**src/rtl/udp_merger_pkg.sv**
```systemverilog
// Shared widths and the UDP header layout used by the TX-side merger.
package udp_merger_pkg;

    localparam int IP_ADDR_W       = 32;
    localparam int PKT_TIMESTAMP_W = 64;
    localparam int MAC_INTERFACE_W = 256;
    localparam int MAC_PADBYTES_W  = 5;

    typedef struct packed {
        logic [15:0] src_port;
        logic [15:0] dst_port;
        logic [15:0] length;
        logic [15:0] chksum;
    } udp_pkt_hdr;

    localparam int UDP_HDR_W = $bits(udp_pkt_hdr);

endpackage

```
**src/rtl/udp_merger_rr_arbiter.sv**
```systemverilog
// Combinational round-robin pick: first requester strictly after last_grant, wrapping.
module udp_merger_rr_arbiter #(
    parameter int N    = 3,
    parameter int ID_W = $clog2(N)
) (
    input  logic [N-1:0]    req,
    input  logic [ID_W-1:0] last_grant,
    output logic [N-1:0]    grant_onehot,
    output logic [ID_W-1:0] grant_idx
);

    logic [ID_W-1:0] cand;

    // Walk from farthest to nearest so the nearest requester overwrites the others.
    always_comb begin
        grant_onehot = '0;
        grant_idx    = '0;
        cand         = '0;
        for (int i = N; i >= 1; i--) begin
            cand = ID_W'((int'(last_grant) + i) % N);
            if (req[cand]) begin
                grant_onehot       = '0;
                grant_onehot[cand] = 1'b1;
                grant_idx          = cand;
            end
        end
    end

endmodule

```
**src/rtl/udp_merger.sv**
```systemverilog
// Merges N UDP header/data sources onto one TX engine interface.
// Packet-granular round-robin: a grant is held from header accept to last data beat.
module udp_merger
    import udp_merger_pkg::*;
#(
    parameter int UDP_SRCS     = 3,
    parameter int UDP_SRC_ID_W = $clog2(UDP_SRCS)
) (
    input  logic                                  clk,
    input  logic                                  rst_n,
    input  logic [UDP_SRCS-1:0]                   src_udp_merger_tx_hdr_val,
    input  logic [UDP_SRCS*IP_ADDR_W-1:0]         src_udp_merger_tx_src_ip,
    input  logic [UDP_SRCS*IP_ADDR_W-1:0]         src_udp_merger_tx_dst_ip,
    input  logic [UDP_SRCS*UDP_HDR_W-1:0]         src_udp_merger_tx_udp_hdr,
    input  logic [UDP_SRCS*PKT_TIMESTAMP_W-1:0]   src_udp_merger_tx_timestamp,
    output logic [UDP_SRCS-1:0]                   udp_merger_src_tx_hdr_rdy,
    input  logic [UDP_SRCS-1:0]                   src_udp_merger_tx_data_val,
    input  logic [UDP_SRCS*MAC_INTERFACE_W-1:0]   src_udp_merger_tx_data,
    input  logic [UDP_SRCS-1:0]                   src_udp_merger_tx_last,
    input  logic [UDP_SRCS*MAC_PADBYTES_W-1:0]    src_udp_merger_tx_padbytes,
    output logic [UDP_SRCS-1:0]                   udp_merger_src_tx_data_rdy,
    output logic                                  udp_merger_dst_tx_hdr_val,
    output logic [IP_ADDR_W-1:0]                  udp_merger_dst_tx_src_ip,
    output logic [IP_ADDR_W-1:0]                  udp_merger_dst_tx_dst_ip,
    output logic [UDP_HDR_W-1:0]                  udp_merger_dst_tx_udp_hdr,
    output logic [PKT_TIMESTAMP_W-1:0]            udp_merger_dst_tx_timestamp,
    input  logic                                  dst_udp_merger_tx_hdr_rdy,
    output logic                                  udp_merger_dst_tx_data_val,
    output logic [MAC_INTERFACE_W-1:0]            udp_merger_dst_tx_data,
    output logic                                  udp_merger_dst_tx_last,
    output logic [MAC_PADBYTES_W-1:0]             udp_merger_dst_tx_padbytes,
    input  logic                                  dst_udp_merger_tx_data_rdy
);

    typedef enum logic [1:0] {ARB, HDR, DATA} state_t;

    state_t                  state;
    state_t                  state_nxt;
    logic [UDP_SRC_ID_W-1:0] grant_reg;
    logic [UDP_SRC_ID_W-1:0] last_grant_reg;
    logic [UDP_SRCS-1:0]     arb_onehot;
    logic [UDP_SRC_ID_W-1:0] arb_idx;
    logic                    arb_any;
    logic                    hdr_fire;
    logic                    data_fire;

    udp_merger_rr_arbiter #(
        .N    (UDP_SRCS),
        .ID_W (UDP_SRC_ID_W)
    ) u_arb (
        .req          (src_udp_merger_tx_hdr_val),
        .last_grant   (last_grant_reg),
        .grant_onehot (arb_onehot),
        .grant_idx    (arb_idx)
    );

    assign arb_any   = |arb_onehot;
    assign hdr_fire  = udp_merger_dst_tx_hdr_val & dst_udp_merger_tx_hdr_rdy;
    assign data_fire = udp_merger_dst_tx_data_val & dst_udp_merger_tx_data_rdy;

    // Payload is a free-running mux; only the val/rdy qualifiers depend on state.
    assign udp_merger_dst_tx_src_ip    = src_udp_merger_tx_src_ip[int'(grant_reg)*IP_ADDR_W +: IP_ADDR_W];
    assign udp_merger_dst_tx_dst_ip    = src_udp_merger_tx_dst_ip[int'(grant_reg)*IP_ADDR_W +: IP_ADDR_W];
    assign udp_merger_dst_tx_udp_hdr   = src_udp_merger_tx_udp_hdr[int'(grant_reg)*UDP_HDR_W +: UDP_HDR_W];
    assign udp_merger_dst_tx_timestamp = src_udp_merger_tx_timestamp[int'(grant_reg)*PKT_TIMESTAMP_W +: PKT_TIMESTAMP_W];
    assign udp_merger_dst_tx_data      = src_udp_merger_tx_data[int'(grant_reg)*MAC_INTERFACE_W +: MAC_INTERFACE_W];
    assign udp_merger_dst_tx_last      = src_udp_merger_tx_last[grant_reg];
    assign udp_merger_dst_tx_padbytes  = src_udp_merger_tx_padbytes[int'(grant_reg)*MAC_PADBYTES_W +: MAC_PADBYTES_W];

    // Reset leaves last_grant at the top index so source 0 wins the first arbitration.
    always_ff @(posedge clk or negedge rst_n) begin
        if (!rst_n) begin
            state          <= ARB;
            grant_reg      <= '0;
            last_grant_reg <= UDP_SRC_ID_W'(UDP_SRCS - 1);
        end else begin
            state <= state_nxt;
            if (state == ARB && arb_any) begin
                grant_reg <= arb_idx;
            end
            if (state == DATA && data_fire && udp_merger_dst_tx_last) begin
                last_grant_reg <= grant_reg;
            end
        end
    end

    always_comb begin
        state_nxt = state;
        unique case (state)
            ARB:     if (arb_any) state_nxt = HDR;
            HDR:     if (hdr_fire) state_nxt = DATA;
            DATA:    if (data_fire && udp_merger_dst_tx_last) state_nxt = ARB;
            default: state_nxt = ARB;
        endcase
    end

    always_comb begin
        udp_merger_dst_tx_hdr_val  = 1'b0;
        udp_merger_src_tx_hdr_rdy  = '0;
        udp_merger_dst_tx_data_val = 1'b0;
        udp_merger_src_tx_data_rdy = '0;
        unique case (state)
            HDR: begin
                udp_merger_dst_tx_hdr_val            = src_udp_merger_tx_hdr_val[grant_reg];
                udp_merger_src_tx_hdr_rdy[grant_reg] = dst_udp_merger_tx_hdr_rdy;
            end
            DATA: begin
                udp_merger_dst_tx_data_val            = src_udp_merger_tx_data_val[grant_reg];
                udp_merger_src_tx_data_rdy[grant_reg] = dst_udp_merger_tx_data_rdy;
            end
            default: ;
        endcase
    end

endmodule
```
**config.mk**
```make
export PLATFORM = sky130hd
export DESIGN_NAME = udp_merger
export DESIGN_NICKNAME = d
export VERILOG_FILES = /design/src/rtl/udp_merger_pkg.sv /design/src/rtl/udp_merger_rr_arbiter.sv /design/src/rtl/udp_merger.sv
export SDC_FILE = /design/constraint.sdc
export NUM_CORES = 1
export LEC_CHECK = 0
export CORE_AREA = 4 4 704 706
export DETAILED_ROUTE_END_ITERATION = 10
export DIE_AREA = 0 0 708 710
export SYNTH_ARGS = -nofsm -noshare
export SYNTH_HDL_FRONTEND = slang
export SYNTH_SLANG_ARGS = --single-unit
export TNS_END_PERCENT = 1
```
**constraint.sdc**
```tcl
create_clock -name clk -period 6.3 [get_ports clk]
set_input_delay 1.26 -clock clk [delete_from_list [all_inputs] [get_ports clk]]
set_output_delay 1.26 -clock clk [all_outputs]
set_load 0.05 [all_outputs]
```
==> out/metrics.cfg, run 1 <==
[status]
status = complete, no violations

[pwr]
vdd_drop_max_mv = 0.379
p_sw_mw = 15.5
switching_share = 0.755
power_frac_seq = 0.007
pwr-share-comb = 0.988
power.leakage_nw = 11.8
p_per_area_nw_per_um2 = 565
clkPwrFrac = 0.005
internal_power_mw = 5.05

[yosys]
synth_xor_area_frac = 0
synth.largest_area_cell = mux2i_1
synth_edf_count = 0
avgSynthCellArea_um2 = 6.14
syn-cell-area_um2 = 9930
ys_warn_count = 0
muxShareOfSynthArea = 0.467
async_reset_ff_frac = 1.00
synth_seq_area_share = 0.0152
yosys.area_share.simple = 0.193
synthCells = 1618
ys_ff_latch = 6
synthAdderAreaFrac = 0.00504
synth_top_family_by_area = multiplexers
synth_top_area_frac = 0.461
ys_top_cells_by_area = mux2i_1, o21ai_0, nand2_1
synth_compound_area_frac = 0.249
syn_nets = 2994
ys.flop_type = dfrtp_1
synth_cell_types = 41

[timing]
slew_headroom = 0.152
finClkSkew_ns = 0.00489
fin_crit_ns = 5.38
timing.final.crit_share = 0.854
drv_slew = 0
fin_hold_ws_ns = 0.556
setup_tns_ns = 0
worst_slew_pin_slew_ns = 1.26
hold_viol_final = 0
rsz0062_at_grt = no
fmax_mhz = 186
setup_viol = 0

[clock_tree]
cts_sinks = 6
cts_tree = done
cts_resized = 0
insertion_delay_ns = 0.23
ctsHoldBuffers = 0
cts_made_buffers = 3
root_buffer = clkbuf_16
path_clk_slew_ns = 0.03
htreeDepth = 1
cts_setup_buffers = 0
cts_max_path_buffers = 2

[drt]
drt_iter0_markers = 1547
vias = 22100
wire_per_inst_um = 37.5
drt_wl_total_mm = 371
viasPerCell = 2.23
drt_pre_antenna_iters = 5
drc = 0
detail-route-antenna-nets = 0

[final_layout]
area_growth_syn_to_layout_pct = 266
layout.cells.most_common = clkdlybuf4s50_1
layout_common_cells = clkdlybuf4s50_1, nand2_1, o21ai_0
drive_gt1_frac = 0.0932
final_nets = 4756

[floorplanning]
die_h_um = 710
num_rows = 257
start_util = 0.0203
die_w_um = 708
fp.coreArea_um2 = 489000
ios = 1834
die-area_um2 = 503000

[global_route]
antenna_found_initial = 336
grt_overflow = 0
grt_max_degree = 121
grt_pass1_vias = 20700
grt_pass1_wl_mm = 412
track_usage = 0.140

[place]
gp_congestion = 0.972
place.port_buffers = 1833
hpwlAfterDp_mm = 352

[flow_run]
max-cap-violations = 0

[critical_path]
crit_type = in -> out
worstPathArrival_ns = 4.12
critPathRequiredTime_ns = 5.04
end_kind = output port
crit_path_start_kind = input port
crit_fanout = 1

[hold_path]
hp-class = reg -> reg

-- worst max-delay path, stage by stage --
cell and delay, ns:
clkdlybuf4s50_1 0.70, mux2i_1 0.12, o21ai_0 0.98, clkdlybuf4s50_1 1.04
-- power groups by stage --
stage	clock network (mW)	logic, mW	registers [mW]
final	0.108	20.3	0.140
after detailed placement	0	21.0	0.155
after global placement	0	21.0	0.155
after floorplan	0	9.42	0.0741
after global routing	0.113	21.5	0.156
after CTS	0.110	21.1	0.155
-- cell type report --
type | count | area (µm²)
Fill cell | 57500 | 453000
Timing Repair Buffer | 1914 | 18600
Multi-Input combinational cell | 1446 | 9280
Tap cell | 6475 | 8100
Sequential cell | 6 | 159
Antenna cell | 47 | 118
Clock buffer | 4 | 78.8
Inverter | 9 | 33.8
-- per-stage QoR --
| step | utilization | power, mW | instance area, µm² | instances | setup WS, ns |
|---|---|---|---|---|---|
| floorplan | - | 9.49 | 9930 | 1618 | 2.40 |
| global placement | 0.0740 | 21.2 | 36200 | 9849 | 0.671 |
| detailed placement | 0.0740 | 21.2 | 36200 | 9850 | 0.734 |
| CTS | 0.0742 | 21.3 | 36300 | 9854 | 0.722 |
| global route | 0.0743 | 21.8 | 36300 | 9870 | 0.658 |
| finish | 0.0744 | 20.6 | 36400 | 9901 | 0.919 |
-- per-layer routing --
layer  share of wire  vias to the layer above  wire, µm  global-route usage
li1                -                     9279         -                   -
met1            0.39                    10300    144000               0.160
met2            0.45                     1835    169000               0.231
met3            0.13                      591     49300              0.0785
met4           0.024                       98      8730              0.0212
met5          0.0018                        -       662                   0
-- logic make-up after synthesis --
logic type               Yosys count
AO/OA/AOI/OAI                    483
adder cells (fa/ha/maj)            4
buffers and inverters            166
flip-flops                         6
multiplexers                     463
AND/OR/NAND/NOR                  496
-- final timing paths --
| check | start | to | slack (ns) | cells after the start |
|---|---|---|---|---|
| max | src_udp_merger_tx_udp_hdr[111] | udp_merger_dst_tx_udp_hdr[47] | 0.92 | 4 |
| min | last_grant_reg[0]$_DFFE_PN0P_ | last_grant_reg[0]$_DFFE_PN0P_ | 0.56 | 1 |
| max reg2reg | grant_reg[0]$_DFFE_PN0P_ | last_grant_reg[0]$_DFFE_PN0P_ | 3.33 | 7 |
| min reg2reg | last_grant_reg[0]$_DFFE_PN0P_ | last_grant_reg[0]$_DFFE_PN0P_ | 0.56 | 1 |
| max in group asynchronous | rst_n | last_grant_reg[1]$_DFFE_PN1P_ | 4.72 | 1 |
| min in group asynchronous | rst_n | state[0]$_DFFE_PN0P_ | 1.29 | 1 |
-- cell usage after synthesis (4+ instances only) --
library cell  count
a21oi_1           7
buf_1            13
buf_2            57
clkbuf_1         85
dfrtp_1           5
ha_1              4
inv_1             8
mux2i_1         458
nand2_1         463
nor2_1           13
o21ai_0         457
Power figures use the tool's default switching activity.
==> run 2: changes to the inputs <==
SKIP_LAST_GASP = 1   (was unset)
SYNTH_HIERARCHICAL = 1   (was unset)
==> run 2 against run 1 <==
  * Critical path depth unchanged
  * First-iteration DRC count up 13%
  * Die area unchanged
==> out/metrics.cfg, run 2 <==
[status]
status = complete, no violations

[yosys]
ys_ff_latch = 6  ; unchanged
synth.largest_area_cell = mux2i_1
synth_seq_area_share = 0.0152  ; -0.0000211
synthCells = 1596  ; -1.4%
ys_top_cells_by_area = mux2i_1, o21ai_1, nand2_1
yosys-top-cells-count = mux2i_1, nand2_1, o21ai_1
synth_edf_count = 0  ; unchanged
synth_top_area_frac = 0.462  ; about the same
avgSynthCellArea_um2 = 6.23  ; +1.5%
synth_cell_types = 41  ; unchanged
syn-cell-area_um2 = 9950  ; +0.14%
ys.flop_type = dfrtp_1
syn_nets = 2972  ; -0.73%
ys_warn_count = 6  ; +6
async_reset_ff_frac = 1.00  ; unchanged

[timing]
finClkSkew_ns = 0.00211  ; -0.00278 ns
fin_crit_ns = 4.88  ; -0.503 ns
setup_viol = 0  ; unchanged
fmax_mhz = 205  ; +10%
rsz0062_at_grt = no
worst_slew_pin_slew_ns = 1.13  ; -0.133 ns
setup_tns_ns = 0  ; unchanged
finalWorstSetupSlack_ns = 1.42  ; +0.503 ns
slew_headroom = 0.235  ; +0.0829
timing.final.crit_share = 0.774  ; -0.0798
drv_slew = 0  ; unchanged
hold_viol_final = 0  ; unchanged

[drt]
vias = 22700  ; +2.7%
drc = 0  ; unchanged
drt_wl_total_mm = 398  ; +7.2%
wl_met3_mm = 64.4  ; +31%
highest_layer = met5
dr_wl_met2_mm = 182  ; +7.7%
detail-route-antenna-nets = 0  ; unchanged
viasPerCell = 2.26  ; +1.3%
drt_pre_antenna_iters = 5  ; unchanged
wl_met1_mm = 134  ; -6.6%
wire_per_inst_um = 39.6  ; +5.8%
drt_iter0_markers = 1745  ; +13%

[clock_tree]
cts_max_path_buffers = 2  ; unchanged
cts_sinks = 6  ; unchanged
root_buffer = clkbuf_16
cts_tree = done
htreeDepth = 1  ; unchanged
cts_resized = 0  ; unchanged
ctsHoldBuffers = 0  ; unchanged
cts_setup_buffers = 0  ; unchanged
path_clk_slew_ns = 0.03  ; about the same
cts_made_buffers = 3  ; unchanged
insertion_delay_ns = 0.23  ; about the same

[floorplanning]
start_util = 0.0203  ; +0.0000281
ios = 1834  ; unchanged
num_rows = 257  ; unchanged
die_h_um = 710  ; unchanged
die_w_um = 708  ; unchanged
fp.coreArea_um2 = 489000  ; unchanged
die-area_um2 = 503000  ; unchanged

[final_layout]
final_nets = 4724  ; -0.67%
layout.cells.most_common = clkdlybuf4s50_1
fillers = 57500  ; +0.11%
layout_common_cells = clkdlybuf4s50_1, nand2_1, o21ai_1
area_growth_syn_to_layout_pct = 266  ; about the same
drive_gt1_frac = 0.104  ; +0.0108

[critical_path]
crit_fanout = 12  ; +11
worst_path_max_delay_cell = clkdlybuf4s50_1
crit_type = in -> out
critPathRequiredTime_ns = 5.04  ; about the same
worstPathArrival_ns = 3.62  ; -0.50 ns
cp_top_family = buffers and inverters
crit_buf_inv = 2  ; unchanged
end_kind = output port
critical-path-max-stage-delay_ns = 0.91  ; -0.13 ns
crit_path_start_kind = input port
crit_path_frequent_cell = clkdlybuf4s50_1
crit_chain = clkdlybuf4s50_1 > mux2i_1 > o21ai_1 > clkdlybuf4s50_1

[place]
hpwlAfterDp_mm = 381  ; +8.0%
gp_congestion = 1.07  ; +10%
place.port_buffers = 1833  ; unchanged
pre_cts_ws_ns = 1.46  ; +0.728 ns

[global_route]
grt_pass1_wl_mm = 438  ; +6.3%
grt_max_degree = 144  ; +19%
track_usage = 0.150  ; +0.0102
grt_pass1_vias = 20300  ; -1.7%
grt_overflow = 0  ; unchanged
antenna_found_initial = 459  ; +37%

[pwr]
power.leakage_nw = 11.6  ; -2.1%
vdd_drop_max_mv = 0.346  ; -8.7%
p_per_area_nw_per_um2 = 503  ; -11%

[flow_run]
max-cap-violations = 0  ; unchanged

[hold_path]
hp-class = reg -> reg

==> run 2: cell types whose count changed after synthesis, moves of 10 or more <==
cell	previous run	this run
clkbuf_1	85	49
o21ai_1	1	454
o21ai_0	457	2
buf_1	13	3
buf_2	57	82
buf_4	2	19
==> run 2: worst paths after layout <==
kind	slack [ns]	cells past startpoint	from	to
max reg2reg	3.29	6	grant_reg[1]$_DFFE_PN0P_	last_grant_reg[0]$_DFFE_PN0P_
min	0.56	1	last_grant_reg[0]$_DFFE_PN0P_	last_grant_reg[0]$_DFFE_PN0P_
max in group asynchronous	4.71	1	rst_n	last_grant_reg[1]$_DFFE_PN1P_
min reg2reg	0.56	1	last_grant_reg[0]$_DFFE_PN0P_	last_grant_reg[0]$_DFFE_PN0P_
max	1.42	4	src_udp_merger_tx_udp_hdr[79]	udp_merger_dst_tx_udp_hdr[15]
min in group asynchronous	1.29	1	rst_n	state[0]$_DFFE_PN0P_
==> run 2: kinds of logic (layout without fill, tap and decap cells) <==
group | after synthesis | in the layout | share of synthesized area
flip-flops | 6 | 6 | 0.0152
buffers and inverters | 162 | 1913 | 0.0805
other | 0 | 212 | 0
multiplexers | 465 | 465 | 0.469
adder cells (fa/ha/maj) | 4 | 4 | 0.00503
AND/OR/NAND/NOR | 487 | 487 | 0.188
AO/OA/AOI/OAI | 472 | 472 | 0.242
==> run 2: routing by layer <==
metal  global-route usage  vias up
met4               0.0469      176
met1                0.149    10300
met5                    0        -
met2                0.246     2058
li1                     -     9379
met3                0.108      820
==> run 2: power by group <==
| part | internal [mW] | switching, mW | total, mW |
|---|---|---|---|
| Clock | 0.0842 | 0.0244 | 0.109 |
| Sequential | 0.0624 | 0.0618 | 0.124 |
| Combinational | 4.55 | 13.6 | 18.1 |
| Total | 4.69 | 13.7 | 18.4 |
==> run 2: worst register-to-register path, stage by stage (launching register included) <==
cell,delay [ns]
dfrtp_4,0.63
nor2b_4,0.27
buf_4,0.35
buf_4,0.53
o2bb2ai_2,0.48
nand4_1,0.28
mux2_1,0.35
==> run 2: cell type report <==
type	instances	area, µm²	area share
diodes	212	531	0.0146
clock buffers	4	78.8	0.00216
inverters	6	22.5	0.000618
multi-input cells	1428	9180	0.252
flip-flops and latches	6	159	0.00436
well taps	6475	8100	0.222
repair buffers	1903	18400	0.504
==> run 2: through the flow <==
step / hold slack (ns) / utilization / power (mW) / cell area [µm²] / std cells
after CTS: 0.565 / 0.0735 / 19.1 / 35900 / 9822
final: 0.560 / 0.0745 / 18.4 / 36500 / 10000
after global routing: 0.604 / 0.0742 / 19.4 / 36300 / 9963
after detailed placement: 0.557 / 0.0733 / 18.9 / 35800 / 9818
after floorplan: 0.522 / - / 8.80 / 9950 / 1596
after global placement: 0.545 / 0.0733 / 18.9 / 35800 / 9818
==> run 3: changes to the inputs <==
CORE_AREA = 4 4 715 717   (was 4 4 704 706)
DIE_AREA = 0 0 719 721   (was 0 0 708 710)
clock period = 4.8 ns   (was 6.3 ns; I/O delays follow)
==> run 3 against run 2 <==
  * Via count shrank 3.6%
  * Non-clock buffer count grew 66
  * First-iteration DRC count shrank 15%
  * Total power grew 41%
  * Worst setup slack lost 0.99 ns
  * Design area grew 2.1%
  * Core utilization shrank 0.073 points
  * Clock-buffer cell count is the same
  * Clock skew grew 0.00088 ns
  * Critical endpoint is now udp_merger_dst_tx_data[15]
  * Largest cell class unchanged
  * Highest routed layer unchanged
==> out/metrics.cfg, run 3 (same netlist as run 2, synthesis figures left out) <==
[global_route]
grt_pass1_vias = 21100  ; +3.7%
grt_overflow = 0  ; unchanged
grt_pass1_wl_mm = 439  ; +0.19%
grt_max_degree = 129  ; -10%
antenna_found_initial = 321  ; -30%
track_usage = 0.145  ; -0.00529

[critical_path]
crit_chain = buf_12 > buf_4 > buf_4 > mux2i_1 > o21ai_1 > buf_4
r2r-end = last_grant_reg[0]$_DFFE_PN0P_
r2r_start = grant_reg[0]$_DFFE_PN0P_
crit_path_start_kind = flip-flop
reg2reg_slack_ns = 1.87  ; -1.42 ns
crit_fanout = 25  ; +13
worstPathArrival_ns = 3.41  ; -0.21 ns
end_kind = output port
critical-path-max-stage-delay_ns = 0.81  ; -0.10 ns
critPathRequiredTime_ns = 3.84  ; -1.20 ns
worst_path_max_delay_cell = dfrtp_4
r2r_cells = 7  ; +1
crit_path_frequent_cell = buf_4
crit_type = reg -> out

[floorplanning]
die_h_um = 721  ; +1.5%
start_util = 0.0197  ; -0.000623
num_rows = 261  ; +1.6%
fp.coreArea_um2 = 505000  ; +3.2%
die-area_um2 = 518000  ; +3.1%
die_w_um = 719  ; +1.6%
ios = 1834  ; unchanged

[timing]
rsz0062_at_grt = no
setup_tns_ns = 0  ; unchanged
timing.final.crit_share = 0.911
worst_slew_pin_slew_ns = 1.35  ; +0.220 ns
slew_headroom = 0.0851  ; -0.150
fin_hold_ws_ns = 0.562  ; +0.00214 ns
fin_crit_ns = 4.37
finClkSkew_ns = 0.00299  ; +0.000885 ns
hold_viol_final = 0  ; unchanged
setup_viol = 0  ; unchanged
drv_slew = 0  ; unchanged
fmax_mhz = 229

[clock_tree]
cts_tree = done
cts_setup_buffers = 0  ; unchanged
htreeDepth = 1  ; unchanged
insertion_delay_ns = 0.24  ; about the same
cts_max_path_buffers = 2  ; unchanged
path_clk_slew_ns = 0.04  ; about the same
cts_sinks = 6  ; unchanged
root_buffer = clkbuf_16
cts_made_buffers = 3  ; unchanged

[drt]
drt_wl_total_mm = 393  ; -1.2%
drc = 0  ; unchanged
vias = 21900  ; -3.6%
dr_wl_met2_mm = 176  ; -3.3%
highest_layer = met5
detail-route-antenna-nets = 0  ; unchanged
wire_per_inst_um = 38.6  ; -2.7%
wl_met3_mm = 61.2  ; -4.9%
drt_pre_antenna_iters = 5  ; unchanged
wl_met1_mm = 146  ; +8.9%
drt_iter0_markers = 1486  ; -15%
viasPerCell = 2.15  ; -5.1%

[hold_path]
holdCritStartpoint = last_grant_reg[0]$_DFFE_PN0P_
whs_path_depth = 1  ; unchanged
min_to = last_grant_reg[0]$_DFFE_PN0P_
hp-class = reg -> reg

[final_layout]
drive_gt1_frac = 0.178  ; +0.0739
ff_latch_area_um2 = 159  ; unchanged
layout.cells.most_common = clkdlybuf4s50_1
fillers = 59300  ; +3.1%
postLayoutCoreUtil = 0.0738  ; -0.000733
area_growth_syn_to_layout_pct = 274
final_nets = 4790  ; +1.4%
layout_common_cells = clkdlybuf4s50_1, buf_4, nand2_1
multi_input_area_um2 = 9220  ; +0.46%

[flow_run]
max-cap-violations = 0  ; unchanged

[pwr]
power.leakage_nw = 12.4  ; +7.0%
vdd_drop_max_mv = 0.363  ; +5.0%
p_per_area_nw_per_um2 = 694  ; +38%

[place]
gp_congestion = 1.08  ; +0.50%
place.port_buffers = 1833  ; unchanged
hpwlAfterDp_mm = 375  ; -1.5%

[status]
status = complete, no violations

## run 3: per-layer routing
metal,vias up,GRT usage
met3,543,0.103
met2,1653,0.234
met1,10200,0.156
li1,9350,-
met5,-,0
met4,146,0.0220
## run 3: cell type report
cell class	instances	area share
timing repair buffer	1969	0.515
multi-input combinational	1428	0.248
tap	6706	0.225
antenna	74	0.00497
sequential	6	0.00427
clock buffer	4	0.00212
inverter	6	0.000605
## run 3: metrics by stage
| stage | cells | power, mW | worst slack, ns | cell area, µm² |
|---|---|---|---|---|
| after CTS | 10100 | 27.0 | 0.173 | 37100 |
| final | 10200 | 25.9 | 0.430 | 37200 |
| after global routing | 10100 | 27.4 | 0.181 | 37100 |
| after detailed placement | 10100 | 26.8 | 0.233 | 37000 |
| after global placement | 10100 | 26.8 | 0.274 | 37000 |
| after floorplan | 1596 | 11.5 | 1.46 | 9950 |
## run 3: what timing repair did
| item | 4_1_cts | 5_1_grt |
|---|---|---|
| resized for setup | 1 | 0 |
| setup endpoints to repair | 1 | 0 |
| hold buffers | 0 | 0 |
## run 3: worst max path at each step
stage,startpoint,endpoint,slack [ns],depth (start not counted)
after CTS,grant_reg[0]$_DFFE_PN0P_,udp_merger_dst_tx_data[15],0.17,6
after global placement,grant_reg[0]$_DFFE_PN0P_,udp_merger_dst_tx_data[21],0.27,6
final,grant_reg[0]$_DFFE_PN0P_,udp_merger_dst_tx_data[15],0.43,6
after detailed placement,grant_reg[0]$_DFFE_PN0P_,udp_merger_dst_tx_data[21],0.23,6
after global routing,grant_reg[0]$_DFFE_PN0P_,udp_merger_dst_tx_data[255],0.18,5
after floorplan,dst_udp_merger_tx_hdr_rdy,udp_merger_src_tx_hdr_rdy[0],1.46,3
## run 3: worst max-delay path, delay by kind of cell (launching register included)
kind / cells / cell delay [ns]
AO/OA/AOI/OAI: 1 / 0.60
multiplexers: 1 / 0.13
flip-flops: 1 / 0.81
buffers and inverters: 4 / 1.44
## run 3: report_power, final
part	total [mW]	leakage, nW	switching, mW	internal, mW
clock network	0.148	0.0386	0.0370	0.111
registers	0.200	0.0711	0.119	0.0808
logic	25.5	12.3	18.9	6.58
total	25.9	12.4	19.1	6.77
